<file path="config.mk">
export PLATFORM = sky130hd
export DESIGN_NAME = mem_rd_arb_flat
export DESIGN_NICKNAME = d
export VERILOG_FILES = /design/src/rtl/mem_rd_arb_if.sv /design/src/rtl/mem_rd_arb.sv /design/src/flat_wrapper.sv
export SDC_FILE = /design/constraint.sdc
export NUM_CORES = 1
export LEC_CHECK = 0
export ABC_CLOCK_PERIOD_IN_PS = 16200
export BUFFER_PORTS_ARGS = -buffer_cell sky130_fd_sc_hd__buf_2
export CORE_AREA = 3 3 171 173
export CTS_CLUSTER_SIZE = 40
export DETAILED_ROUTE_END_ITERATION = 6
export DIE_AREA = 0 0 174 176
export PLACE_DENSITY = 0.54
export SLEW_MARGIN = 30
export SYNTH_ARGS = -nofsm -noshare
export SYNTH_HDL_FRONTEND = slang
export SYNTH_SLANG_ARGS = --single-unit
</file>
<file path="constraint.sdc">
create_clock -name clk -period 16.2 [get_ports clk]
set_clock_uncertainty 0.1 [all_clocks]
set_input_delay 3.24 -clock clk [delete_from_list [all_inputs] [get_ports clk]]
set_output_delay 3.24 -clock clk [all_outputs]
set_load 0.03 [all_outputs]
</file>
<file path="src/rtl/mem_rd_arb_if.sv">
// Read-port bundle between the SRAM read clients, the arbiter and the SRAM.
// The arbiter takes the slave view; the client/SRAM side takes the master view.
interface mem_rd_arb_if #(
  parameter int N_CLIENTS = 5,
  parameter int ADDR_W    = 19,
  parameter int DATA_W    = 128,
  parameter int LEN_W     = 8
);
  logic [N_CLIENTS-1:0]        req_i;
  logic [N_CLIENTS*ADDR_W-1:0] addr_i;
  logic [N_CLIENTS*LEN_W-1:0]  len_i;
  logic [N_CLIENTS-1:0]        client_priority;
  logic [N_CLIENTS-1:0]        gnt_o;
  logic [N_CLIENTS-1:0]        rvalid_o;
  logic                        rlast_o;
  logic [DATA_W-1:0]           rdata_o;
  logic                        mem_rd_o;
  logic [ADDR_W-1:0]           mem_addr_o;
  logic                        mem_ready_i;
  logic                        mem_rvalid_i;
  logic [DATA_W-1:0]           mem_rdata_i;
  logic                        busy_o;
  logic                        err_o;

  modport slave (
    input  req_i, addr_i, len_i, client_priority,
    input  mem_ready_i, mem_rvalid_i, mem_rdata_i,
    output gnt_o, rvalid_o, rlast_o, rdata_o,
    output mem_rd_o, mem_addr_o, busy_o, err_o
  );

  modport master (
    output req_i, addr_i, len_i, client_priority,
    output mem_ready_i, mem_rvalid_i, mem_rdata_i,
    input  gnt_o, rvalid_o, rlast_o, rdata_o,
    input  mem_rd_o, mem_addr_o, busy_o, err_o
  );
endinterface

</file>
<file path="src/rtl/mem_rd_arb.sv">
// Memory farm SRAM read arbiter: two-class round-robin burst grant,
// per-beat address sequencing and in-order return routing to the owner.
module mem_rd_arb #(
  parameter int N_CLIENTS = 5,
  parameter int ADDR_W    = 19,
  parameter int DATA_W    = 128,
  parameter int LEN_W     = 8
) (
  input logic         clk,
  input logic         rst,
  mem_rd_arb_if.slave bus
);
  localparam int IW = (N_CLIENTS > 1) ? $clog2(N_CLIENTS) : 1;
  localparam int CW = LEN_W + 1;

  typedef enum logic [1:0] {
    IDLE,
    BURST,
    DRAIN
  } state_t;

  state_t               state;
  state_t               state_nxt;
  logic [IW-1:0]        rr_ptr;
  logic [IW-1:0]        owner;
  logic [IW-1:0]        win;
  logic                 win_vld;
  logic [N_CLIENTS-1:0] hi;
  logic [N_CLIENTS-1:0] cand;
  logic [ADDR_W-1:0]    cur_addr;
  logic [LEN_W-1:0]     iss_left;
  logic [LEN_W-1:0]     ret_left;
  logic [CW-1:0]        outstanding;
  logic                 err;
  logic                 rd_en;
  logic                 issue;
  logic                 rv_ok;
  logic [DATA_W-1:0]    rdata;

  // Pick the next owner: high class first, round-robin after rr_ptr.
  always_comb begin
    hi      = bus.req_i & bus.client_priority;
    cand    = (hi != '0) ? hi : bus.req_i;
    win_vld = 1'b0;
    win     = '0;
    for (int k = 1; k <= N_CLIENTS; k++) begin
      if (!win_vld &&
          cand[IW'((int'(rr_ptr) + k) % N_CLIENTS)]) begin
        win_vld = 1'b1;
        win     = IW'((int'(rr_ptr) + k) % N_CLIENTS);
      end
    end
  end

  // A return is legal only against an in-flight or same-cycle read.
  assign rd_en = (state == BURST) && !rst;
  assign issue = rd_en && bus.mem_ready_i;
  assign rv_ok = bus.mem_rvalid_i && !rst &&
                 (state != IDLE) &&
                 ((outstanding != '0) || issue);
  assign rdata = bus.mem_rdata_i;

  assign bus.gnt_o =
    ((state == IDLE) && win_vld && !rst) ?
    (N_CLIENTS'(1) << win) : '0;
  assign bus.mem_rd_o   = rd_en;
  assign bus.mem_addr_o = rd_en ? cur_addr : '0;
  assign bus.rvalid_o   =
    rv_ok ? (N_CLIENTS'(1) << owner) : '0;
  assign bus.rlast_o    = rv_ok && (ret_left == '0);
  assign bus.rdata_o    = rdata;
  assign bus.busy_o     = (state != IDLE) && !rst;
  assign bus.err_o      = err;

  // Next-state: grant, issue all beats, then wait for returns.
  always_comb begin
    state_nxt = state;
    unique case (state)
      IDLE: begin
        if (win_vld) state_nxt = BURST;
      end
      BURST: begin
        if (issue && (iss_left == '0))
          state_nxt = DRAIN;
      end
      DRAIN: begin
        if ((outstanding == '0) && !bus.mem_rvalid_i)
          state_nxt = IDLE;
      end
      default: state_nxt = IDLE;
    endcase
  end

  // State register.
  always_ff @(posedge clk) begin
    if (rst) state <= IDLE;
    else     state <= state_nxt;
  end

  // Burst bookkeeping: owner capture, address/beat counters, error flag.
  always_ff @(posedge clk) begin
    if (rst) begin
      rr_ptr      <= IW'(N_CLIENTS - 1);
      owner       <= '0;
      cur_addr    <= '0;
      iss_left    <= '0;
      ret_left    <= '0;
      outstanding <= '0;
      err         <= 1'b0;
    end else begin
      if ((state == IDLE) && win_vld) begin
        owner    <= win;
        rr_ptr   <= win;
        cur_addr <= bus.addr_i[int'(win)*ADDR_W +: ADDR_W];
        iss_left <= bus.len_i[int'(win)*LEN_W +: LEN_W];
        ret_left <= bus.len_i[int'(win)*LEN_W +: LEN_W];
      end
      if (issue) begin
        cur_addr <= cur_addr + ADDR_W'(1);
        if (iss_left != '0)
          iss_left <= iss_left - LEN_W'(1);
      end
      if (rv_ok && (ret_left != '0))
        ret_left <= ret_left - LEN_W'(1);
      if (issue && !rv_ok)
        outstanding <= outstanding + CW'(1);
      else if (!issue && rv_ok)
        outstanding <= outstanding - CW'(1);
      if (bus.mem_rvalid_i && !rv_ok)
        err <= 1'b1;
    end
  end
endmodule

</file>
<file path="src/flat_wrapper.sv">
// flat-port wrapper written by rule: the top's interface ports become plain ports
module mem_rd_arb_flat 
#(
  parameter int N_CLIENTS = 5,
  parameter int ADDR_W    = 19,
  parameter int DATA_W    = 128,
  parameter int LEN_W     = 8
)
  (clk, rst, bus_req_i, bus_addr_i, bus_len_i, bus_client_priority, bus_mem_ready_i, bus_mem_rvalid_i, bus_mem_rdata_i, bus_gnt_o, bus_rvalid_o, bus_rlast_o, bus_rdata_o, bus_mem_rd_o, bus_mem_addr_o, bus_busy_o, bus_err_o);
  mem_rd_arb_if #(.N_CLIENTS(N_CLIENTS), .ADDR_W(ADDR_W), .DATA_W(DATA_W), .LEN_W(LEN_W)) bus_i ();
  input logic clk;
  input logic rst;
  input wire logic [$bits(bus_i.req_i)-1:0] bus_req_i;
  input wire logic [$bits(bus_i.addr_i)-1:0] bus_addr_i;
  input wire logic [$bits(bus_i.len_i)-1:0] bus_len_i;
  input wire logic [$bits(bus_i.client_priority)-1:0] bus_client_priority;
  input wire logic [$bits(bus_i.mem_ready_i)-1:0] bus_mem_ready_i;
  input wire logic [$bits(bus_i.mem_rvalid_i)-1:0] bus_mem_rvalid_i;
  input wire logic [$bits(bus_i.mem_rdata_i)-1:0] bus_mem_rdata_i;
  output wire logic [$bits(bus_i.gnt_o)-1:0] bus_gnt_o;
  output wire logic [$bits(bus_i.rvalid_o)-1:0] bus_rvalid_o;
  output wire logic [$bits(bus_i.rlast_o)-1:0] bus_rlast_o;
  output wire logic [$bits(bus_i.rdata_o)-1:0] bus_rdata_o;
  output wire logic [$bits(bus_i.mem_rd_o)-1:0] bus_mem_rd_o;
  output wire logic [$bits(bus_i.mem_addr_o)-1:0] bus_mem_addr_o;
  output wire logic [$bits(bus_i.busy_o)-1:0] bus_busy_o;
  output wire logic [$bits(bus_i.err_o)-1:0] bus_err_o;
  assign bus_i.req_i = bus_req_i;
  assign bus_i.addr_i = bus_addr_i;
  assign bus_i.len_i = bus_len_i;
  assign bus_i.client_priority = bus_client_priority;
  assign bus_i.mem_ready_i = bus_mem_ready_i;
  assign bus_i.mem_rvalid_i = bus_mem_rvalid_i;
  assign bus_i.mem_rdata_i = bus_mem_rdata_i;
  assign bus_gnt_o = bus_i.gnt_o;
  assign bus_rvalid_o = bus_i.rvalid_o;
  assign bus_rlast_o = bus_i.rlast_o;
  assign bus_rdata_o = bus_i.rdata_o;
  assign bus_mem_rd_o = bus_i.mem_rd_o;
  assign bus_mem_addr_o = bus_i.mem_addr_o;
  assign bus_busy_o = bus_i.busy_o;
  assign bus_err_o = bus_i.err_o;
  mem_rd_arb #(.N_CLIENTS(N_CLIENTS), .ADDR_W(ADDR_W), .DATA_W(DATA_W), .LEN_W(LEN_W)) u_core (.clk(clk), .rst(rst), .bus(bus_i));
endmodule
</file>
==> results of run 1 <==
[per-stage QoR]
step                power [mW]  cell area (sq um)
CTS                       2.34               7440
finish                    2.31               7440
global placement          2.18               7250
floorplan                 1.74               6950
detailed placement        2.20               7250
global route              2.54               7440
[state kept, by name, summed over array words and instances (netlist names)]
register / count
u_core.iss_left: 8
u_core.owner: 3
u_core.outstanding: 9
u_core.bus.err_o: 1
u_core.ret_left: 8
u_core.state: 2
u_core.cur_addr: 19
u_core.rr_ptr: 1
[cell usage after synthesis, types with 4 or more instances]
master       n  area share, %
a2111oi_0    5           0.63
a211oi_1    20            2.2
a211oi_2     4           0.72
a21o_1      13            1.4
a21oi_1     62            4.5
a21oi_2      4           0.50
a221oi_1     4           0.50
a31oi_1     11           0.99
and2_1      14            1.3
and3_1      30            2.7
buf_2       11           0.79
buf_4      135             15
clkbuf_1    21            1.1
dfxtp_1     51             15
ha_1        34            6.1
inv_1       30            1.6
mux2_2      10            1.6
mux2i_1     63            9.1
nand2_1     47            2.5
nand2b_1     4           0.36
nand3_1     22            1.6
nor2_1      70            3.8
nor2b_1     18            1.6
nor3_1      34            2.4
nor4_1       6           0.54
o211ai_1    12            1.3
o21a_1      11            1.2
o21ai_0     46            3.3
o21ai_1      8           0.58
o31a_1       4           0.50
o31ai_1      8           0.86
or2_2        4           0.36
or3_1        5           0.45
xnor2_1     12            1.5
xor2_1       6           0.76
[kinds of logic after synthesis]
kind of cell / after synthesis / share of synthesized area [%]
xor+xnor: 21 / 2.97
fa+ha+maj: 36 / 6.58
buf+inv: 204 / 18.7
mux: 76 / 11.3
compound gates: 255 / 25.3
simple gates: 276 / 20.4
flops: 51 / 14.7
[area by class of cell]
cell class,instances,area [sq um]
fill,3117,20300
multi-input combinational,664,4660
sequential,51,1020
timing repair buffer,191,981
tap,378,473
clock buffer,6,129
inverter,32,120
clock inverter,2,60.1
[routing by layer]
layer  GRT usage (%)  share of wire, %  vias to the layer above
li1                -                 -                     3267
met1            19.9                42                     3116
met2            25.3                48                      269
met3            2.69               7.5                       70
met4            5.03               3.0                        0
met5               0                 0                        -
[how the worst max path moves through the flow]
| stage | to | cells past startpoint | startpoint |
|---|---|---|---|
| 6_report | bus_gnt_o[4] | 12 | bus_req_i[1] |
| 4_1_cts | bus_gnt_o[1] | 13 | bus_req_i[1] |
| 5_1_grt | bus_gnt_o[4] | 12 | bus_req_i[1] |
| 3_3_place_gp | bus_gnt_o[1] | 13 | bus_req_i[1] |
| 3_5_place_dp | bus_gnt_o[1] | 13 | bus_req_i[1] |
| 2_1_floorplan | bus_gnt_o[2] | 12 | bus_req_i[1] |
[critical path, delay by kind of cell]
kind,cells,cell delay [ns]
AO/OA/AOI/OAI,8,2.34
buffers and inverters,3,0.74
AND/OR/NAND/NOR,1,0.58
[where the power goes]
group	total, mW	switching (mW)	internal (mW)
clock	0.136	0.0477	0.0887
sequential	0.235	0.0552	0.180
combinational	1.94	1.21	0.734
==> flow_metrics.env, run 1 <==
export IMPL_max_vdd_ir_drop_v=0.000202
export IMPL_critPathKind="in -> out"
export IMPL_row_count=61
export IMPL_rr_startpoint="u_core.owner[0]"
export IMPL_final_cell_mix="buf_2 (181), nor2_1 (70), mux2i_1 (63)"
export IMPL_hold_viol_final=0
export IMPL_grt_pass1_vias=6356
export IMPL_cts_made_buffers=5
export IMPL_syn_avg_cell_area_sq_um=7.56
export IMPL_synth_fp_nets=1231
export IMPL_die_area_sq_um=30600
export IMPL_dieWidth_um=174
export IMPL_timing_final_crit_share_pct=63.3
export IMPL_cp_arrival_ns=6.91
export IMPL_reg2regPathDepth=22
export IMPL_clk_pin_slew_ns=0.07
export IMPL_finalWorstSetupSlack_ns=5.95
export IMPL_grt_pass1_wl_um=37000
export IMPL_dp_slack_ns=6.03
export IMPL_setup_violations=0
export IMPL_crit_required_ns=12.86
export IMPL_slew_headroom_pct=44.4
export IMPL_cts_sink_count=51
export IMPL_worst_hold_slack_ns=0.367
export IMPL_cts_setup_buffers=0
export IMPL_min_from="u_core.bus.err_o"
export IMPL_drtIter0Drc=453
export IMPL_regToRegEndpoint="u_core.cur_addr[17]"
export IMPL_hp_class="reg -> reg"
export IMPL_drive_above_1_share_pct=25.6
export IMPL_power_density_nw_per_um2=311
export IMPL_path_cells="buf_2 -> a222oi_1 -> a31oi_1 -> a21oi_1 -> a311oi_1 -> a211oi_1 -> a211oi_2 -> o31ai_1 -> a221oi_4 -> buf_4 -> nor3_1 -> buf_2"
export IMPL_post_cts_resized=0
export IMPL_leakage_nw=3.42
export IMPL_hold_depth=2
export IMPL_slowest_stage="a222oi_1"
export IMPL_yosys_warnings=0
export IMPL_tightest_slew_ns=0.834
export IMPL_ys_seq_elements=51
export IMPL_drcViolationCount=0
export IMPL_grt_overflow_total=0
export IMPL_syn_inst=919
export IMPL_wl_per_cell_um=18.7
export IMPL_num_vias=6722
export IMPL_fmax_mhz=97.6
export IMPL_h_tree_depth=2
export IMPL_core_sq_um=27800
export IMPL_period_minus_slack_ns=10.25
export IMPL_die_height_um=176
export IMPL_cts_root_buf="clkbuf_16"
export IMPL_gp_congestion=0.878
export IMPL_final_max_slew_viol_count=0
export IMPL_cp_common_cell="buf_2"
export IMPL_vias_per_cell=5.08
export IMPL_seq_area_frac_synth_pct=14.7
export IMPL_grt_max_degree=51
export IMPL_synth_lib_cells_used_distinct=83
export IMPL_synth_edf_count=0
export IMPL_async_reset_ff_share_pct=0
export IMPL_maxCapViolCount=0
export IMPL_ant_nets=0
export IMPL_routed_wl_um=24800
export IMPL_clock_path_buffers=2
export IMPL_status="finished, final reports clean"
export IMPL_hpwl_um=19800
export IMPL_final_cells=1324
export IMPL_grt_usage_pct=15.2
export IMPL_synth_flop_cell="dfxtp_1"
export IMPL_layout_commonest_cell="buf_2"
export IMPL_ioPinCount=438
export IMPL_antenna_found_initial=0
export IMPL_dp_cells=1316
export IMPL_synthesis_area_sq_um=6950
export IMPL_area_growth_pct=7.17
export IMPL_cts_tree="built"
export IMPL_clk_insertion_delay_late_ns=0.29
export IMPL_firstDrtPassIters=5
export IMPL_finish_utilization_pct=26.8
export IMPL_diodes=0
export IMPL_crit_path_max_fanout=28
export IMPL_slowest_delay_ns=0.64
export IMPL_tns_ns=0
export IMPL_hold_buffers=0
export IMPL_r2r_setup_slack_ns=9.04
export IMPL_cp_end_kind="primary output"
export IMPL_rsz0062_at_grt="no"
export IMPL_critPathLaunchType="input port"
export IMPL_start_util_pct=25.0
export IMPL_port_buffers=181
export IMPL_layout_nets=1257
export IMPL_holdPathEnd="u_core.bus.err_o"
(Power assumes the default switching activity.)
==> run 2, diff against run 1 <==
--- a/config.mk
+++ b/config.mk
@@ -5,7 +5,7 @@
 export SDC_FILE = /design/constraint.sdc
 export NUM_CORES = 1
 export LEC_CHECK = 0
-export ABC_CLOCK_PERIOD_IN_PS = 16200
+export ABC_CLOCK_PERIOD_IN_PS = 10700
 export BUFFER_PORTS_ARGS = -buffer_cell sky130_fd_sc_hd__buf_2
 export CORE_AREA = 3 3 171 173
 export CTS_CLUSTER_SIZE = 40
==> constraint.sdc (replaced) <==
create_clock -name clk -period 10.7 [get_ports clk]
set_clock_uncertainty 0.1 [all_clocks]
set_input_delay 2.14 -clock clk [delete_from_list [all_inputs] [get_ports clk]]
set_output_delay 2.14 -clock clk [all_outputs]
set_load 0.03 [all_outputs]
==> run 2 against run 1 <==
  * Clock power increased by 33%
  * Global-route usage shrank 0.16 points
  * Clock-buffer cell count decreased by 1
  * Largest power group unchanged
==> flow_metrics.env, run 2 (same netlist as run 1, synthesis figures left out) <==
export IMPL_drtIter0Drc=365
export IMPL_row_count=61
export IMPL_worst_hold_slack_ns=0.376
export IMPL_cts_made_buffers=5
export IMPL_grt_pass1_wl_um=36600
export IMPL_die_area_sq_um=30600
export IMPL_max_vdd_ir_drop_v=0.000278
export IMPL_grt_overflow_total=0
export IMPL_drive_above_1_share_pct=25.5
export IMPL_dieWidth_um=174
export IMPL_gp_congestion=0.887
export IMPL_area_growth_pct=6.77
export IMPL_hp_class="reg -> reg"
export IMPL_die_height_um=176
export IMPL_drcViolationCount=0
export IMPL_grt_usage_pct=15.0
export IMPL_finish_utilization_pct=26.7
export IMPL_slew_headroom_pct=34.4
export IMPL_cts_setup_buffers=0
export IMPL_timing_final_crit_share_pct=84.3
export IMPL_h_tree_depth=2
export IMPL_crit_path_max_fanout=26
export IMPL_port_buffers=181
export IMPL_path_buf_inv=3
export IMPL_top_regs="u_core.cur_addr: 19 flops, u_core.outstanding: 9 flops"
export IMPL_cts_root_buf="clkbuf_16"
export IMPL_vias_per_cell=5.07
export IMPL_routed_wl_um=24800
export IMPL_post_cts_resized=0
export IMPL_largest_register_ffs=19
export IMPL_hpwl_um=19800
export IMPL_ant_nets=0
export IMPL_final_cell_mix="buf_2 (181), nor2_1 (70), mux2i_1 (63)"
export IMPL_critical_path_top_delay_family="compound AO/OA/AOI/OAI gates"
export IMPL_power_density_nw_per_um2=470
export IMPL_critPathLaunchType="register"
export IMPL_cts_sink_count=51
export IMPL_grt_pass1_vias=6243
export IMPL_grt_max_degree=54
export IMPL_layout_nets=1257
export IMPL_rsz0062_at_grt="no"
export IMPL_hold_buffers=0
export IMPL_clock_path_buffers=2
export IMPL_crit_required_ns=8.46
export IMPL_layout_commonest_cell="buf_2"
export IMPL_start_util_pct=25.0
export IMPL_final_max_slew_viol_count=0
export IMPL_path_cells="inv_2 -> ha_1 -> ha_1 -> nor3_2 -> a211oi_2 -> xnor2_1 -> inv_1 -> ha_1 -> nor2b_1 -> nor3_1 -> a211oi_2 -> a2bb2oi_1 -> mux2i_1 -> a211oi_2 -> o31ai_1 -> a221oi_4 -> nand2b_1 -> nor4_1 -> buf_2"
export IMPL_leakage_nw=3.41
export IMPL_cp_end_kind="primary output"
export IMPL_setup_violations=0
export IMPL_tns_ns=0
export IMPL_slowest_stage="dfxtp_1"
export IMPL_ioPinCount=438
export IMPL_firstDrtPassIters=5
export IMPL_core_sq_um=27800
export IMPL_fin_area_sq_um=7420
export IMPL_top_register="u_core.cur_addr"
export IMPL_dp_slack_ns=2.04
export IMPL_period_minus_slack_ns=9.02
export IMPL_maxCapViolCount=0
export IMPL_antenna_found_initial=2
export IMPL_clk_insertion_delay_late_ns=0.29
export IMPL_place_area_sq_um=7250
export IMPL_slowest_delay_ns=0.92
export IMPL_cp_arrival_ns=6.78
export IMPL_finalWorstSetupSlack_ns=1.68
export IMPL_tightest_slew_ns=0.979
export IMPL_critPathKind="reg -> out"
export IMPL_num_vias=6715
export IMPL_wl_per_cell_um=18.7
export IMPL_cts_tree="built"
export IMPL_status="finished, final reports clean"
export IMPL_clk_pin_slew_ns=0.07
export IMPL_hold_viol_final=0
export IMPL_fmax_mhz=111
-- run 2: cell types whose count changed in the layout (fill, tap and decap cells not counted) --
cell | before | now
diode_2 | 0 | 2
clkinvlp_4 | 0 | 1
bufinv_16 | 2 | 1
clkbuf_1 | 1 | 0
a31oi_2 | 1 | 0
a31oi_1 | 10 | 11
-- run 2: through the flow --
stage | total power [mW] | instances
after floorplan | 2.63 | 919
after global placement | 3.31 | 1316
after detailed placement | 3.33 | 1316
after CTS | 3.52 | 1323
after global routing | 3.81 | 1325
final | 3.49 | 1325
-- run 2: path summary, 6_finish.rpt --
check                           slack, ns             endpoint  cells past startpoint              from
worst max-delay path                 1.68         bus_gnt_o[2]                     19   u_core.owner[0]
worst min-delay path                 0.38     u_core.bus.err_o                      2  u_core.bus.err_o
worst max register to register       3.29  u_core.cur_addr[17]                     21   u_core.owner[0]
worst min register to register       0.38     u_core.bus.err_o                      2  u_core.bus.err_o
-- run 2: routing by layer --
metal	GRT usage (%)	share of wire [%]
met5	0	0
met1	19.2	43
met4	4.69	2.4
met3	2.97	6.6
met2	25.5	48
-- run 2: report_power, final --
part / total [mW] / leakage [nW] / switching (mW) / internal [mW]
registers: 0.362 / 0.422 / 0.0892 / 0.273
clock network: 0.181 / 0.0759 / 0.0723 / 0.109
logic: 2.94 / 2.91 / 1.83 / 1.11
total: 3.49 / 3.41 / 1.99 / 1.50
-- run 2: cell type report --
class / count / area [sq um]
well taps: 378 / 473
fillers: 3133 / 20400
clock buffers: 5 / 125
inverters: 32 / 120
multi-input cells: 664 / 4650
repair buffers: 191 / 981
clock inverters: 2 / 37.5
flip-flops and latches: 51 / 1020
diodes: 2 / 5.00
-- run 2: tightest hold or removal path: stages, from the launching register on --
cell and delay (ns):
dfxtp_1 0.33, a21oi_1 0.04, nor2_1 0.07
==> run 3, diff against run 2 <==
--- a/config.mk
+++ b/config.mk
@@ -5,7 +5,7 @@
 export SDC_FILE = /design/constraint.sdc
 export NUM_CORES = 1
 export LEC_CHECK = 0
-export ABC_CLOCK_PERIOD_IN_PS = 10700
+export ABC_CLOCK_PERIOD_IN_PS = 9200
 export BUFFER_PORTS_ARGS = -buffer_cell sky130_fd_sc_hd__buf_2
 export CORE_AREA = 3 3 171 173
 export CTS_CLUSTER_SIZE = 40
==> constraint.sdc (replaced) <==
create_clock -name clk -period 9.2 [get_ports clk]
set_clock_uncertainty 0.1 [all_clocks]
set_input_delay 1.84 -clock clk [delete_from_list [all_inputs] [get_ports clk]]
set_output_delay 1.84 -clock clk [all_outputs]
set_load 0.03 [all_outputs]
==> run 3 against run 2 <==
  * Register-to-register slack lost 1.2 ns
  * Final cell count is essentially flat
  * Critical path type unchanged
  * Utilization hardly changed
  * Clock-buffer cell count unchanged
  * Sequential power grew 15%
  * Clock power up 6%
  * Combinational power is 18% higher
  * Via count shrank 0.15%
  * Die area did not move
  * Cell area is essentially flat
  * Critical endpoint unchanged
  * First-iteration DRC count grew 38%
==> flow_metrics.env, run 3 (same netlist as run 1, synthesis figures left out) <==
export IMPL_power_density_nw_per_um2=548
export IMPL_hold_depth=2
export IMPL_status="finished, final reports clean"
export IMPL_crit_path_max_fanout=18
export IMPL_area_growth_pct=6.81
export IMPL_grt_pass1_vias=6368
export IMPL_timing_final_crit_share_pct=91.4
export IMPL_dp_cells=1318
export IMPL_top_register="u_core.cur_addr"
export IMPL_nFillCells=3099
export IMPL_final_cells=1326
export IMPL_cp_arrival_ns=6.47
export IMPL_ant_nets=0
export IMPL_largest_register_ffs=19
export IMPL_fin_area_sq_um=7420
export IMPL_final_max_slew_viol_count=0
export IMPL_cp_end_kind="primary output"
export IMPL_wl_per_cell_um=18.6
export IMPL_hold_buffers=0
export IMPL_routed_wl_um=24600
export IMPL_clk_pin_slew_ns=0.08
export IMPL_clock_path_buffers=2
export IMPL_drtIter0Drc=503
export IMPL_dieWidth_um=174
export IMPL_cts_made_buffers=5
export IMPL_critical_path_top_delay_family="compound AO/OA/AOI/OAI gates"
export IMPL_maxCapViolCount=0
export IMPL_routed_top_layer="met5"
export IMPL_worst_hold_slack_ns=0.362
export IMPL_drcViolationCount=0
export IMPL_ff_latch_area_sq_um=1020
export IMPL_grt_max_degree=52
export IMPL_cts_setup_buffers=0
export IMPL_leakage_nw=3.41
export IMPL_core_sq_um=27800
export IMPL_crit_cells=21
export IMPL_max_vdd_ir_drop_v=0.000324
export IMPL_h_tree_depth=2
export IMPL_diodes=0
export IMPL_dr_wl_met2_um=11700
export IMPL_slowest_delay_ns=0.59
export IMPL_critPathKind="reg -> out"
export IMPL_grt_pass1_wl_um=37200
export IMPL_critPathLaunchType="register"
export IMPL_drive_above_1_share_pct=25.8
export IMPL_path_cells="buf_4 -> ha_1 -> xnor2_2 -> inv_1 -> ha_1 -> nor4b_2 -> a211oi_2 -> xnor2_1 -> inv_1 -> ha_1 -> nor2b_1 -> nor3_1 -> a211oi_2 -> a2bb2oi_1 -> mux2i_1 -> a211oi_2 -> o31ai_1 -> a221oi_4 -> nand2b_1 -> nor4_1 -> buf_2"
export IMPL_num_vias=6705
export IMPL_clk_insertion_delay_late_ns=0.30
export IMPL_port_buffers=181
export IMPL_gp_congestion=0.885
export IMPL_tightest_slew_ns=0.932
export IMPL_period_minus_slack_ns=8.41
export IMPL_reg2regPathDepth=24
export IMPL_crit_required_ns=7.26
export IMPL_ioPinCount=438
export IMPL_final_cell_mix="buf_2 (181), nor2_1 (70), mux2i_1 (63)"
export IMPL_cts_root_buf="clkbuf_16"
export IMPL_place_area_sq_um=7260
export IMPL_tns_ns=0
export IMPL_grt_usage_pct=15.2
export IMPL_rsz0062_at_grt="no"
export IMPL_path_buf_inv=4
export IMPL_start_util_pct=25.0
export IMPL_grt_overflow_total=0
export IMPL_setup_violations=0
export IMPL_hpwl_um=19800
export IMPL_multi_input_area_sq_um=4660
export IMPL_die_height_um=176
export IMPL_hp_class="reg -> reg"
export IMPL_hold_viol_final=0
export IMPL_firstDrtPassIters=5
export IMPL_met1Wirelength_um=10500
export IMPL_met3_length_um=1690
export IMPL_antenna_found_initial=1
export IMPL_row_count=61
export IMPL_slew_headroom_pct=37.2
export IMPL_cts_tree="built"
export IMPL_layout_commonest_cell="buf_2"
export IMPL_fmax_mhz=119
export IMPL_cts_sink_count=51
export IMPL_slowest_stage="a221oi_4"
export IMPL_post_cts_resized=0
export IMPL_finish_utilization_pct=26.7
export IMPL_die_area_sq_um=30600
export IMPL_layout_nets=1259
export IMPL_vias_per_cell=5.06
export IMPL_top_regs="u_core.cur_addr: 19 flops, u_core.outstanding: 9 flops"
[run 3: layout make-up]
| class | count | share of cell area (%) |
|---|---|---|
| flip-flops and latches | 51 | 13.8 |
| clock inverters | 3 | 0.320 |
| inverters | 32 | 1.62 |
| multi-input cells | 664 | 62.8 |
| well taps | 378 | 6.38 |
| repair buffers | 193 | 13.4 |
| clock buffers | 5 | 1.69 |
[run 3: final timing paths]
path	startpoint	to	slack [ns]
worst min-delay path	u_core.bus.err_o	u_core.bus.err_o	0.36
worst max register to register	u_core.owner[0]	u_core.cur_addr[17]	2.09
worst max-delay path	u_core.owner[0]	bus_gnt_o[2]	0.79
worst min register to register	u_core.bus.err_o	u_core.bus.err_o	0.36
[run 3: report_power, final]
| group | switching [mW] | leakage [nW] | internal (mW) |
|---|---|---|---|
| logic | 2.15 | 2.92 | 1.30 |
| clock network | 0.0897 | 0.0664 | 0.102 |
| registers | 0.0980 | 0.422 | 0.317 |
[run 3: worst register-to-register path: cells and delay by family, from the launching register on]
kind / cells / cell delay [ns]
flops: 1 / 0.55
compound gates: 8 / 2.16
buf+inv: 5 / 1.31
mux: 2 / 0.55
xor+xnor: 2 / 0.43
fa+ha+maj: 3 / 0.98
simple gates: 4 / 0.90
[run 3: through the flow]
stage                     power (mW)  setup slack [ns]
after floorplan                 3.06              2.00
after global placement          3.86              1.48
after detailed placement        3.88              1.25
after CTS                       4.09             0.887
after global routing            4.42             0.232
final                           4.06             0.791
[run 3: layer usage]
metal / up-vias / global-route usage [%]
li1: 3265 / -
met1: 3098 / 19.7
met2: 271 / 25.3
met3: 69 / 3.01
met4: 2 / 5.33
met5: - / 0
